**src/rtl/cpu_control_sequencer_pkg.sv**
```systemverilog
// Shared constants for the SAP-style CPU control sequencer:
// opcodes, control-word bit positions, idle word and T-state encoding.
package cpu_pkg;

  localparam int CTL_W = 15;
  localparam int T_W   = 3;
  localparam int T_NUM = 6;

  localparam logic [3:0] OP_NOP = 4'd0;
  localparam logic [3:0] OP_LDA = 4'd1;
  localparam logic [3:0] OP_ADD = 4'd2;
  localparam logic [3:0] OP_SUB = 4'd3;
  localparam logic [3:0] OP_STA = 4'd4;
  localparam logic [3:0] OP_LDI = 4'd5;
  localparam logic [3:0] OP_JMP = 4'd6;
  localparam logic [3:0] OP_JC  = 4'd7;
  localparam logic [3:0] OP_JZ  = 4'd8;
  localparam logic [3:0] OP_OUT = 4'd14;
  localparam logic [3:0] OP_HLT = 4'd15;

  localparam int CTL_CP   = 14;
  localparam int CTL_EP   = 13;
  localparam int CTL_LP   = 12;
  localparam int CTL_NLMA = 11;
  localparam int CTL_NLMD = 10;
  localparam int CTL_NCE  = 9;
  localparam int CTL_NLR  = 8;
  localparam int CTL_NLI  = 7;
  localparam int CTL_NEI  = 6;
  localparam int CTL_NLA  = 5;
  localparam int CTL_EA   = 4;
  localparam int CTL_SUB  = 3;
  localparam int CTL_EU   = 2;
  localparam int CTL_NLB  = 1;
  localparam int CTL_NLO  = 0;

  localparam logic [CTL_W-1:0] CTRL_IDLE = 15'h0FE3;

  localparam logic [T_W-1:0] T_F0   = 3'd0;
  localparam logic [T_W-1:0] T_F1   = 3'd1;
  localparam logic [T_W-1:0] T_X0   = 3'd2;
  localparam logic [T_W-1:0] T_X1   = 3'd3;
  localparam logic [T_W-1:0] T_X2   = 3'd4;
  localparam logic [T_W-1:0] T_LAST = 3'd5;

endpackage

```
**src/rtl/cpu_control_sequencer_decode.sv**
```systemverilog
// Combinational microcode ROM: (t_state, opcode, flags) -> control word.
// CTRL_EARLY_FETCH_EN moves o_last to each opcode's final busy step.
module cpu_microcode_decode
  import cpu_pkg::*;
(
  input  logic [T_W-1:0]   i_t,
  input  logic [3:0]       i_op,
  input  logic             i_cf,
  input  logic             i_zf,
  output logic [CTL_W-1:0] o_ctl,
  output logic             o_last
);

  logic [T_W-1:0] w_last_t;

  always_comb begin
    o_ctl = CTRL_IDLE;
    unique case (1'b1)
      (i_t == T_F0): begin
        o_ctl[CTL_EP]   = 1'b1;
        o_ctl[CTL_NLMA] = 1'b0;
      end
      (i_t == T_F1): begin
        o_ctl[CTL_NCE] = 1'b0;
        o_ctl[CTL_NLI] = 1'b0;
        o_ctl[CTL_CP]  = 1'b1;
      end
      default: begin
        case (i_op)
          OP_LDA, OP_ADD, OP_SUB, OP_STA: begin
            if (i_t == T_X0) begin
              o_ctl[CTL_NEI]  = 1'b0;
              o_ctl[CTL_NLMA] = 1'b0;
            end else if (i_t == T_X1) begin
              if (i_op == OP_STA) begin
                o_ctl[CTL_EA]   = 1'b1;
                o_ctl[CTL_NLMD] = 1'b0;
              end else begin
                o_ctl[CTL_NCE] = 1'b0;
                o_ctl[CTL_NLA] = i_op != OP_LDA;
                o_ctl[CTL_NLB] = i_op == OP_LDA;
              end
            end else if (i_t == T_X2) begin
              if (i_op == OP_STA) begin
                o_ctl[CTL_NLR] = 1'b0;
              end else if (i_op != OP_LDA) begin
                o_ctl[CTL_EU]  = 1'b1;
                o_ctl[CTL_NLA] = 1'b0;
                o_ctl[CTL_SUB] = i_op == OP_SUB;
              end
            end
          end
          OP_LDI: begin
            if (i_t == T_X0) begin
              o_ctl[CTL_NEI] = 1'b0;
              o_ctl[CTL_NLA] = 1'b0;
            end
          end
          OP_JMP, OP_JC, OP_JZ: begin
            if (i_t == T_X0 &&
                (i_op == OP_JMP ||
                 (i_op == OP_JC && i_cf) ||
                 (i_op == OP_JZ && i_zf))) begin
              o_ctl[CTL_NEI] = 1'b0;
              o_ctl[CTL_LP]  = 1'b1;
            end
          end
          OP_OUT: begin
            if (i_t == T_X0) begin
              o_ctl[CTL_EA]  = 1'b1;
              o_ctl[CTL_NLO] = 1'b0;
            end
          end
          default: ;
        endcase
      end
    endcase
  end

  always_comb begin
`ifdef CTRL_EARLY_FETCH_EN
    case (i_op)
      OP_LDA:                 w_last_t = T_X1;
      OP_ADD, OP_SUB, OP_STA: w_last_t = T_X2;
      OP_HLT:                 w_last_t = T_LAST;
      default:                w_last_t = T_X0;
    endcase
`else
    w_last_t = T_LAST;
`endif
  end

  assign o_last = (i_t == w_last_t);

endmodule

```
**src/rtl/cpu_control_sequencer.sv**
```systemverilog
// T-counter, halt latch and reset forcing around the microcode decode.
// Optional CTRL_EARLY_FETCH_EN shortens instructions (see decode).
module cpu_control_sequencer
  import cpu_pkg::*;
(
  input  logic        clk,
  input  logic        rst_n,
  input  logic [3:0]  opcode,
  input  logic        cf,
  input  logic        zf,
  output logic [14:0] control_signals,
  output logic [2:0]  t_state,
  output logic        halted
);

  logic [T_W-1:0]   r_t;
  logic             r_halted;
  logic [CTL_W-1:0] w_ctl;
  logic             w_last;

  cpu_microcode_decode u_dec (
    .i_t    (r_t),
    .i_op   (opcode),
    .i_cf   (cf),
    .i_zf   (zf),
    .o_ctl  (w_ctl),
    .o_last (w_last)
  );

  always_ff @(posedge clk or negedge rst_n) begin
    if (!rst_n) begin
      r_t      <= T_F0;
      r_halted <= 1'b0;
    end else if (!r_halted) begin
      if (r_t == T_X0 && opcode == OP_HLT) begin
        r_halted <= 1'b1;
        r_t      <= T_X1;
      end else if (w_last) begin
        r_t <= T_F0;
      end else begin
        r_t <= r_t + 3'd1;
      end
    end
  end

  // Reset gates the word combinationally so no T0 word leaks out during reset.
  assign control_signals = (!rst_n || r_halted) ? CTRL_IDLE : w_ctl;
  assign t_state         = r_t;
  assign halted          = r_halted;

endmodule

```
**config.mk**
```make
export PLATFORM = sky130hd
export DESIGN_NAME = cpu_control_sequencer
export DESIGN_NICKNAME = d
export VERILOG_FILES = /design/src/rtl/cpu_control_sequencer_pkg.sv /design/src/rtl/cpu_control_sequencer_decode.sv /design/src/rtl/cpu_control_sequencer.sv
export SDC_FILE = /design/constraint.sdc
export NUM_CORES = 1
export LEC_CHECK = 0
export ABC_CLOCK_PERIOD_IN_PS = 2400
export BUFFER_PORTS_ARGS = -buffer_cell sky130_fd_sc_hd__buf_2
export CAP_MARGIN = 10
export CORE_AREA = 2 2 39 41
export DETAILED_ROUTE_END_ITERATION = 6
export DIE_AREA = 0 0 41 43
export PLACE_DENSITY_LB_ADDON = 0.25
export SYNTH_ARGS = -nofsm -noshare
export SYNTH_HDL_FRONTEND = slang
export SYNTH_SLANG_ARGS = --single-unit
```
**constraint.sdc**
```tcl
create_clock -name clk -period 2.4 [get_ports clk]
set_input_delay 0.24 -clock clk [delete_from_list [all_inputs] [get_ports clk]]
set_output_delay 0.24 -clock clk [all_outputs]
set_load 0.005 [all_outputs]
```
==> results.md <==
* R2r setup slk at approximately 810 ps
* Ys async rst share at 1.00
* GR Overflow Total at 0
* Combinational share of power at 0.626
* CP Cell Sequence: and2_1 -> ha_1 -> nor4b_2 -> nor2b_1 -> a2111o_1 -> buf_2
* Layout fillers at about 140
* Critical path data arrival time at 1990 ps
* Outcome: completed
* Finished Core Util at 0.522
* TritonCTS Buffers at 3
* Layout cell share with drive strength beyond 1 at 0.388
* Largest family of logic cells by synthesized area: simple AND/OR/NAND/NOR gates
* Initial DRC Count at 16
* Post-synth EDFFs at 0
* Final hold viol count at 0
* Syn Inst Count at 73
* GRT Util Overall at 0.142
* Final setup viols at 0
* Final period utilization at 0.928
* Reg power frac at 0.239
* RSZ-0062 raised after global routing: no
* Hpwl dp at around 980 µm
* R2R Path Start: t_state[0]
* Ports at 27
* Startpoint Class: flop
* RR Endpoint: t_state[2]
* Post-Synth Simple-Gate Area at 0.474
* Die ar. at 0.00176 mm²
* Register-to-Register Path Depth at 4
* Worst slew pin tran at around 410 ps
* Area growth from synthesis to layout at 30.2%
* Main flop type after synthesis: dfrtp_1
* Tot Pwr at roughly 0.62 mW
* GPL Wtd Cong at just under 0.8
* Max-cap viol count at 0
* Core Rows at 14
* Via density at 5.26
* Crit path from: t_state[1]
* Leak Pwr at about 0.32 nW
* Max Fclk at ~450 MHz
* Complex-gate fraction of the synthesized area at 0.163
* Setup TNS at 0 ps
* Synth Area in Adders at 0.0226
* CP peak stage delay at 460 ps
* Maximum number of pins on one net before global-route repair at 13
* Internal power at 0.348 mW
* Slowest-stage cell, CP: dfrtp_1
* Clock Tree Root: clkbuf_4
* Element type at the critical path end: output port
* TritonCTS clock tree: yes
* Antenna cells at 0
* H-tree levels at 1
* Sequential share of the synthesized area at 0.181
* Clock share of power at 0.135
* Clk_lat worst skew at about 240 ps
* Placed cells at 110
* Min Clock Period, post-route at roughly 2200 ps
* Post-Syn Area at roughly 550 µm²
* Reg clk slew, reported paths at roughly 40 ps
* NumNets Final at 109
* #FFs+latches synth at 4
* Drt drc at 0
* Syn_area_per_cell at 7.59 µm²
* CP max FO at 10
* Final Max Slew Viols at 0
* DIE HEIGHT at 43 µm
* Setup Crit Path Kind: reg -> out
* VDD IR-drop max at 0.494 mV
* Core Area at between 0.001 and 0.0015 mm²
* Starting Density at 0.401
* Via count at 600
* Cell Pwr Density at 858 mW/mm²
* Post-route insts no fill at 114
* Distinct cell type count after synthesis at 39
* Worst Path Required at about 2200 ps
* Post-DRT Antenna Nets at 0
* Skew final at just over 9 ps
* DR WL/cell at about 11 µm
* Mux cell area share after synthesis at 0.0384
* Port bufs at 26
* Worst hold path type: in -> async
* Clock tree buffer depth at 2
* Buf/Inv on CP at 1
* Switch share at 0.438
* Drt pass-1 iters at 4
* Psw at approximately 0.27 mW
* Family with the most delay on the worst path: simple AND/OR/NAND/NOR gates
* Syn Nets at between 80 and 90
* Synth warnings at 0
* Vias in the first global route at 432
* Die width at roughly 41 µm
* First-pass GRT wire length at about 1.8 mm
* Total wire length at between 1 and 1.5 mm
* Initial antenna violation count at 0
* CTS sink count at 4
* Slew HR at 0.724
* Synth Area in XOR/XNOR at 0.0158
[cells in the mapped netlist (all sizes together) (3+ instances only)]
| cell type | instances | area (µm²) |
|---|---|---|
| inv | 6 | 22.5 |
| nor2b | 6 | 37.5 |
| buf | 4 | 25.0 |
| dfrtp | 4 | 100 |
| nand2 | 4 | 15.0 |
| nand3 | 4 | 20.0 |
| clkbuf | 3 | 11.3 |
| nand2b | 3 | 26.3 |
| nor2 | 3 | 11.3 |
| or3 | 3 | 18.8 |
[through the flow]
| step | setup slack, ps | hold WS (ps) | area [µm²] |
|---|---|---|---|
| after CTS | 3.39 | 370 | 716 |
| after floorplan | 455 | -55.6 | 554 |
| final | 172 | 366 | 722 |
| after global placement | 316 | 74.2 | 683 |
| after detailed placement | 254 | 75.4 | 683 |
| after global routing | 48.3 | 390 | 722 |
[sequential cells by signal, indices dropped and copies added (netlist names)]
register and cells:
t_state 3, halted 1
[cell families after synthesis]
family	after synthesis
xor+xnor	1
mux	2
flops	4
compound gates	12
buf+inv	13
fa+ha+maj	1
simple gates	40
[routing by layer]
layer	vias up	global-route usage	wire [µm]
met2	14	0.203	579
met3	0	0.0314	63
met1	274	0.218	651
met5	-	0	0
li1	312	-	-
met4	0	0.0200	0
[cell usage in the layout (no fill, tap or decap), drive strengths merged, types with 2 or more instances in the layout]
| master | instances |
|---|---|
| a21oi | 2 |
| buf | 28 |
| clkbuf | 3 |
| dfrtp | 4 |
| inv | 6 |
| nand2 | 4 |
| nand2b | 3 |
| nand3 | 4 |
| nor2 | 3 |
| nor2b | 6 |
| nor3 | 2 |
| nor3b | 2 |
| nor4 | 2 |
| nor4b | 2 |
| o21ai | 2 |
| or3 | 3 |
| or3b | 2 |
[timing repair]
| action | in CTS | in global routing |
|---|---|---|
| resized for setup | 0 | 1 |
| setup endpoints to repair | 0 | 2 |
| hold buffers | 1 | 0 |
| setup buffers | 0 | 0 |
| hold endpoints to repair | 4 | 0 |
[final cells by class]
cell class                 instances  area [µm²]  share of cell area
clock buffer                       3        22.5              0.0312
inverter                           6        22.5              0.0312
multi-input combinational         56         402               0.556
sequential                         4         100               0.139
tap                               16        20.0              0.0277
timing repair buffer              29         155               0.215
[worst max-delay path by stage]
stage	to	slack [ps]	cells after the start
after floorplan	control_signals[5]	460	6
after CTS	control_signals[5]	3	6
after global placement	control_signals[5]	320	6
after global routing	control_signals[5]	50	6
final	control_signals[5]	170	6
after detailed placement	control_signals[5]	250	6
[power by group through the flow]
stage | registers (mW) | logic (mW) | clock network (mW)
after CTS | 0.146 | 0.384 | 0.0847
after detailed placement | 0.146 | 0.382 | 0
final | 0.148 | 0.388 | 0.0837
after floorplan | 0.136 | 0.282 | 0
after global routing | 0.155 | 0.433 | 0.0908
after global placement | 0.143 | 0.382 | 0
Power figures use the tool's default switching activity.
